<file path="config.mk">
export PLATFORM = sky130hd
export DESIGN_NAME = mac_cell
export DESIGN_NICKNAME = d
export VERILOG_FILES = /design/src/rtl/mac_cell.sv
export SDC_FILE = /design/constraint.sdc
export NUM_CORES = 1
export LEC_CHECK = 0
export CAP_MARGIN = 20
export CORE_ASPECT_RATIO = 1.4
export CORE_UTILIZATION = 43
export CTS_CLUSTER_SIZE = 8
export DETAILED_ROUTE_END_ITERATION = 7
export PLACE_DENSITY_LB_ADDON = 0.1
export REMOVE_ABC_BUFFERS = 1
export SYNTH_ARGS = -nofsm -noshare
export SYNTH_HDL_FRONTEND = slang
export SYNTH_SLANG_ARGS = --single-unit
</file>
<file path="constraint.sdc">
create_clock -name clk -period 4.5 [get_ports clk]
set_input_delay 0.9 -clock clk [delete_from_list [all_inputs] [get_ports clk]]
set_output_delay 0.9 -clock clk [all_outputs]
set_load 0.01 [all_outputs]
</file>
<file path="src/rtl/mac_cell.sv">
// mac_cell: signed fixed-point multiply-accumulate cell.
// Accumulates TAPS products of (in_data * in_weight) plus a bias at full
// precision. The sum is then rounded, rescaled by FRAC_BITS and saturated
// (or wrapped) to DATA_WIDTH, and the result is emitted with a one-cycle
// out_valid pulse.
//
// Ports:
//   clk        rising-edge clock
//   rst_n      asynchronous active-low reset
//   clear      synchronous abort of the current window and in-flight work
//   in_valid   in_data/in_weight carry a tap this cycle
//   in_data    signed activation
//   in_weight  signed weight
//   in_bias    signed bias, sampled with tap 0 of a window
//   out_valid  one-cycle pulse, out_data holds a finished result
//   out_data   rounded, rescaled, saturated result (held until the next one)
//   out_sat    result was clamped (or wrapped when SATURATE=0)
//   busy       tap counter non-zero or work in flight
module mac_cell #(
  parameter int DATA_WIDTH = 16,
  parameter int FRAC_BITS  = 12,
  parameter int TAPS       = 25,
  parameter int ACC_WIDTH  = 40,
  parameter int ROUND      = 1,
  parameter int SATURATE   = 1
) (
  input  logic                         clk,
  input  logic                         rst_n,
  input  logic                         clear,
  input  logic                         in_valid,
  input  logic signed [DATA_WIDTH-1:0] in_data,
  input  logic signed [DATA_WIDTH-1:0] in_weight,
  input  logic signed [DATA_WIDTH-1:0] in_bias,
  output logic                         out_valid,
  output logic        [DATA_WIDTH-1:0] out_data,
  output logic                         out_sat,
  output logic                         busy
);

  localparam int CNT_W  = (TAPS > 1) ? $clog2(TAPS) : 1;
  localparam int PROD_W = 2 * DATA_WIDTH;
  localparam int S_W    = ACC_WIDTH - FRAC_BITS;
  localparam int UP_W   = S_W - DATA_WIDTH + 1;

  localparam logic [ACC_WIDTH-1:0] RND =
    (ROUND != 0 && FRAC_BITS > 0) ?
      (ACC_WIDTH'(1) << ((FRAC_BITS > 0) ? FRAC_BITS - 1 : 0)) : '0;
  localparam logic [DATA_WIDTH-1:0] RES_MAX = {1'b0, {(DATA_WIDTH-1){1'b1}}};
  localparam logic [DATA_WIDTH-1:0] RES_MIN = {1'b1, {(DATA_WIDTH-1){1'b0}}};

  if (TAPS < 1) begin : g_bad_taps
    $error("mac_cell: TAPS must be at least 1");
  end
  if (ACC_WIDTH < PROD_W + $clog2(TAPS + 1)) begin : g_bad_acc
    $error("mac_cell: ACC_WIDTH too narrow for TAPS products");
  end

  // Tap counter and window tags
  logic [CNT_W-1:0] cnt;
  logic             tap_first;
  logic             tap_last;

  assign tap_first = (cnt == '0);
  assign tap_last  = (cnt == CNT_W'(TAPS - 1));

  // Stage P registers
  logic                         p_valid;
  logic                         p_first;
  logic                         p_last;
  logic signed [PROD_W-1:0]     p_prod;
  logic signed [DATA_WIDTH-1:0] p_bias;
  logic signed [PROD_W-1:0]     prod;

  assign prod = in_data * in_weight;

  always_ff @(posedge clk or negedge rst_n) begin
    if (!rst_n) begin
      cnt     <= '0;
      p_valid <= 1'b0;
      p_first <= 1'b0;
      p_last  <= 1'b0;
      p_prod  <= '0;
      p_bias  <= '0;
    end else if (clear) begin
      cnt     <= '0;
      p_valid <= 1'b0;
    end else begin
      p_valid <= in_valid;
      if (in_valid) begin
        p_prod  <= prod;
        p_first <= tap_first;
        p_last  <= tap_last;
        if (tap_first) begin
          p_bias <= in_bias;
        end
        cnt <= tap_last ? '0 : cnt + CNT_W'(1);
      end
    end
  end

  // Stage A: the first tap of a window reloads acc from the bias, so a
  // back-to-back window never sees the previous sum.
  logic [ACC_WIDTH-1:0] acc;
  logic                 a_last;
  logic [ACC_WIDTH-1:0] prod_ext;
  logic [ACC_WIDTH-1:0] bias_base;

  assign prod_ext  = {{(ACC_WIDTH-PROD_W){p_prod[PROD_W-1]}}, p_prod};
  assign bias_base = {{(ACC_WIDTH-DATA_WIDTH){p_bias[DATA_WIDTH-1]}}, p_bias}
                     << FRAC_BITS;

  always_ff @(posedge clk or negedge rst_n) begin
    if (!rst_n) begin
      acc    <= '0;
      a_last <= 1'b0;
    end else if (clear) begin
      a_last <= 1'b0;
    end else begin
      a_last <= p_valid & p_last;
      if (p_valid) begin
        acc <= (p_first ? bias_base : acc) + prod_ext;
      end
    end
  end

  // Stage O. Dropping the low FRAC_BITS of the rounded sum is the arithmetic
  // shift. The result fits when every bit above the result's sign bit
  // matches that sign bit.
  logic [S_W-1:0]        s;
  logic [UP_W-1:0]       s_upper;
  logic                  fits;
  logic [DATA_WIDTH-1:0] res;

  assign s       = S_W'((acc + RND) >> FRAC_BITS);
  assign s_upper = s[S_W-1:DATA_WIDTH-1];
  assign fits    = (&s_upper) | ~(|s_upper);

  always_comb begin
    res = s[DATA_WIDTH-1:0];
    if (SATURATE != 0 && !fits) begin
      res = s[S_W-1] ? RES_MIN : RES_MAX;
    end
  end

  always_ff @(posedge clk or negedge rst_n) begin
    if (!rst_n) begin
      out_valid <= 1'b0;
      out_data  <= '0;
      out_sat   <= 1'b0;
    end else begin
      out_valid <= a_last & ~clear;
      if (a_last && !clear) begin
        out_data <= res;
        out_sat  <= ~fits;
      end
    end
  end

  assign busy = (cnt != '0) | p_valid | a_last;

endmodule
</file>
==> reports/qor.txt <==
=================================================================================
Run status                                                           finished with violations
Violations in the final reports                                      negative setup slack
Post-route cell area                                                    22100 um2
Horizontal extent of the die                                               171 um
Via count of the first global-routing pass                                  14800
Ranking of synthesized cells by area                                 fa_1 (31%), dfrtp_1 (17%), ha_1 (9.0%)
Placed standard-cell area                                               19900 um2
Most numerous cell in the Yosys netlist                                     inv_1
Async set or reset register ratio after synthesis                            1.00
Post-synth EDFFs                                                                0
Dominant synthesized flop cell                                            dfrtp_1
HPWL Detailed                                                             35.1 mm
Worst slack at placement                                                 -2730 ps
Warning count from the yosys run                                                0
Instance count of the mapped netlist                                         1921
Top cell type by total area after synthesis                                  fa_1
Post-cts hold buffer count                                                      0
CTS buffer count                                                               17
Clock Sinks                                                                   115
Startpoint type of the worst setup path                              primary input
ANT cells                                                                       0
Routed Wire Length                                                        44.4 mm
Final Max Tran Viols                                                            0
Die outline area                                                        40800 um2
Worst-case register-to-register setup slack                                420 ps
Final critical path time including I/O delays and setup                   6130 ps
CTS max path bufs                                                               2
Critical Path Fanout Max                                                        5
First-pass GRT wire length                                                73.4 mm
Netlist Area Pre-Place                                                  17200 um2
Average footprint of a synthesized cell                                  8.96 um2
RSZ-0062 raised after global routing                                          yes
Net count of the finished layout                                             2641
Global router's overall resource usage                                      0.230
H-tree depth                                                                    4
Average via count per standard cell                                          5.02
Floorplan Core Area                                                     39400 um2
Rel. slew slack                                                             0.361
Period utilization                                                           1.36
Fill cells                                                                   3554
Synth-to-layout area growth                                                 28.4%
Top achievable clock speed                                              0.163 GHz
Area share of the largest cell type after synthesis                         0.306
Number of antenna violations at the first check in global routing               0
Hold crit path type                                                  primary input to async pin
ANT nets after route                                                            0
Pin count of the biggest net entering global routing                           67
Via count                                                                   13800
DRT iter0 DRCs                                                                530
Die height                                                                 239 um
Ranking of synthesized cells by instance count                       inv_1 (344), fa_1 (263), nand2_1 (255)
Final-report setup violation count                                             24
Root buf cell                                                           clkbuf_16
Grt total ovfl                                                                  0
Register clock-pin slew on the reported worst setup and hold paths          60 ps
Final weighted congestion in routability-driven placement                   0.898
Sequential fraction of the synthesis area                                   0.167
Post-detailed-route DRC marker count                                            0
Average detailed-routed wire length per instance                          16.2 um
Count of port buffers added during placement                                   70
Post-layout worst setup margin                                           -1630 ps
Number of synthesized register bits                                           115
Worst-skew pair later-pin latency                                          440 ps
Measured slew at the worst slew-check pin                                  956 ps
First-pass iteration count of the detailed router                               5
Utilization after layout                                                    0.561
Boundary Pins                                                                  71
Sort of element at the end of the critical path                              flop
Distinct cells, synth                                                          68
Share of post-route cells with drive strength above 1                       0.237
Clock tree from TritonCTS                                                     yes
Setup Crit Path Kind                                                 primary input to flop
Max Cap Viol                                                                    0
Final hold violation count                                                      0
Worst-case clock skew                                                     12.0 ps
Critical path required time                                               4840 ps
Starting density of the core                                                0.437
Arrival time at the worst endpoint                                        6470 ps
Row count                                                                      86
=================================================================================
[what timing repair did]
| item | in CTS | in global routing |
|---|---|---|
| cloned | 6 | 1 |
| setup endpoints to repair | 26 | 25 |
| pin swaps | 171 | 100 |
| gates resized for setup | 307 | 101 |
| buffers inserted | 52 | 14 |
[state kept, by name (all words and copies together) (netlist names)]
register	flops
out_valid	1
acc	40
out_sat	1
p_first	1
p_bias	16
p_valid	1
cnt	5
p_last	1
out_data	16
a_last	1
p_prod	32
[through the flow]
step,instances,hold slack [ps],setup TNS [ps]
3_3_place_gp,2652,453,-54590
6_report,2743,445,-28680
4_1_cts,2741,461,-30050
2_1_floorplan,1857,438,-30590
3_5_place_dp,2652,464,-54810
5_1_grt,2743,487,-32860
[kinds of logic after synthesis]
| group | Yosys count | synth area share |
|---|---|---|
| simple gates | 589 | 0.169 |
| buf+inv | 408 | 0.0892 |
| fa+ha+maj | 387 | 0.396 |
| compound gates | 315 | 0.118 |
| flops | 115 | 0.167 |
| xor+xnor | 70 | 0.0356 |
| mux | 37 | 0.0239 |
[critical path, cell delays in order]
cell,delay (ps)
clkbuf_4,180
buf_4,160
nand2_2,60
fa_1,550
fa_2,450
fa_2,400
fa_1,560
inv_2,50
fa_1,520
inv_1,50
fa_1,490
inv_2,50
ha_4,210
a21o_1,160
a21o_1,190
and2_4,160
o31a_1,260
o21ai_1,150
buf_4,160
a21oi_4,60
o31a_1,300
o21a_1,180
o31ai_2,220
[final cells by class]
cell class	instances	area, um2	share of cell area
repair buffers	326	3050	0.138
clock buffers	17	425	0.0193
clock inverters	15	219	0.00991
multi-input cells	1398	13600	0.614
inverters	344	1290	0.0586
well taps	528	661	0.0299
flip-flops and latches	115	2880	0.130
[per-layer routing]
metal  wire (um)  GRT usage
met2       24100      0.439
met4        1580     0.0917
met3         925     0.0222
met5           0          0
met1       17800      0.257
[path summary, 6_finish.rpt]
kind / start / end / cells past startpoint
max: in_data[8] / p_prod[29]$_DFFE_PN0P_ / 23
min: rst_n / cnt[3]$_DFFE_PN0P_ / 1
max reg2reg: p_first$_DFFE_PN0P_ / acc[38]$_DFFE_PN0P_ / 13
min reg2reg: acc[0]$_DFFE_PN0P_ / acc[0]$_DFFE_PN0P_ / 2
max in group asynchronous: rst_n / p_prod[27]$_DFFE_PN0P_ / 2
min in group clk: acc[0]$_DFFE_PN0P_ / acc[0]$_DFFE_PN0P_ / 2
[layout by cell type (no fill, tap or decap), types with 9 or more instances in the layout]
master / netlist / layout
a21o_1: 38 / 38
a21oi_1: 54 / 44
and2_1: 125 / 93
and2_4: 0 / 32
and3_1: 9 / 9
buf_12: 0 / 10
buf_4: 0 / 188
buf_6: 0 / 59
clkbuf_16: 0 / 18
clkdlybuf4s50_1: 0 / 38
dfrtp_1: 115 / 115
fa_1: 263 / 249
fa_2: 0 / 14
ha_1: 124 / 100
ha_4: 0 / 21
inv_1: 344 / 309
inv_2: 0 / 34
mux2_2: 33 / 33
nand2_1: 255 / 241
nand2_2: 0 / 9
nand2b_1: 12 / 9
nand3_1: 31 / 28
nand4_1: 16 / 16
nor2_1: 55 / 49
nor2b_1: 18 / 18
nor3_1: 24 / 20
nor3b_1: 9 / 9
o211ai_1: 13 / 13
o21a_1: 15 / 15
o21ai_0: 102 / 83
o21ai_1: 2 / 17
o22a_1: 9 / 9
xnor2_1: 40 / 36
xor2_1: 30 / 30
Power is left out: the tool's default activity adds up to more than one toggle a clock period on the data nets, which glitch-free logic cannot reach.
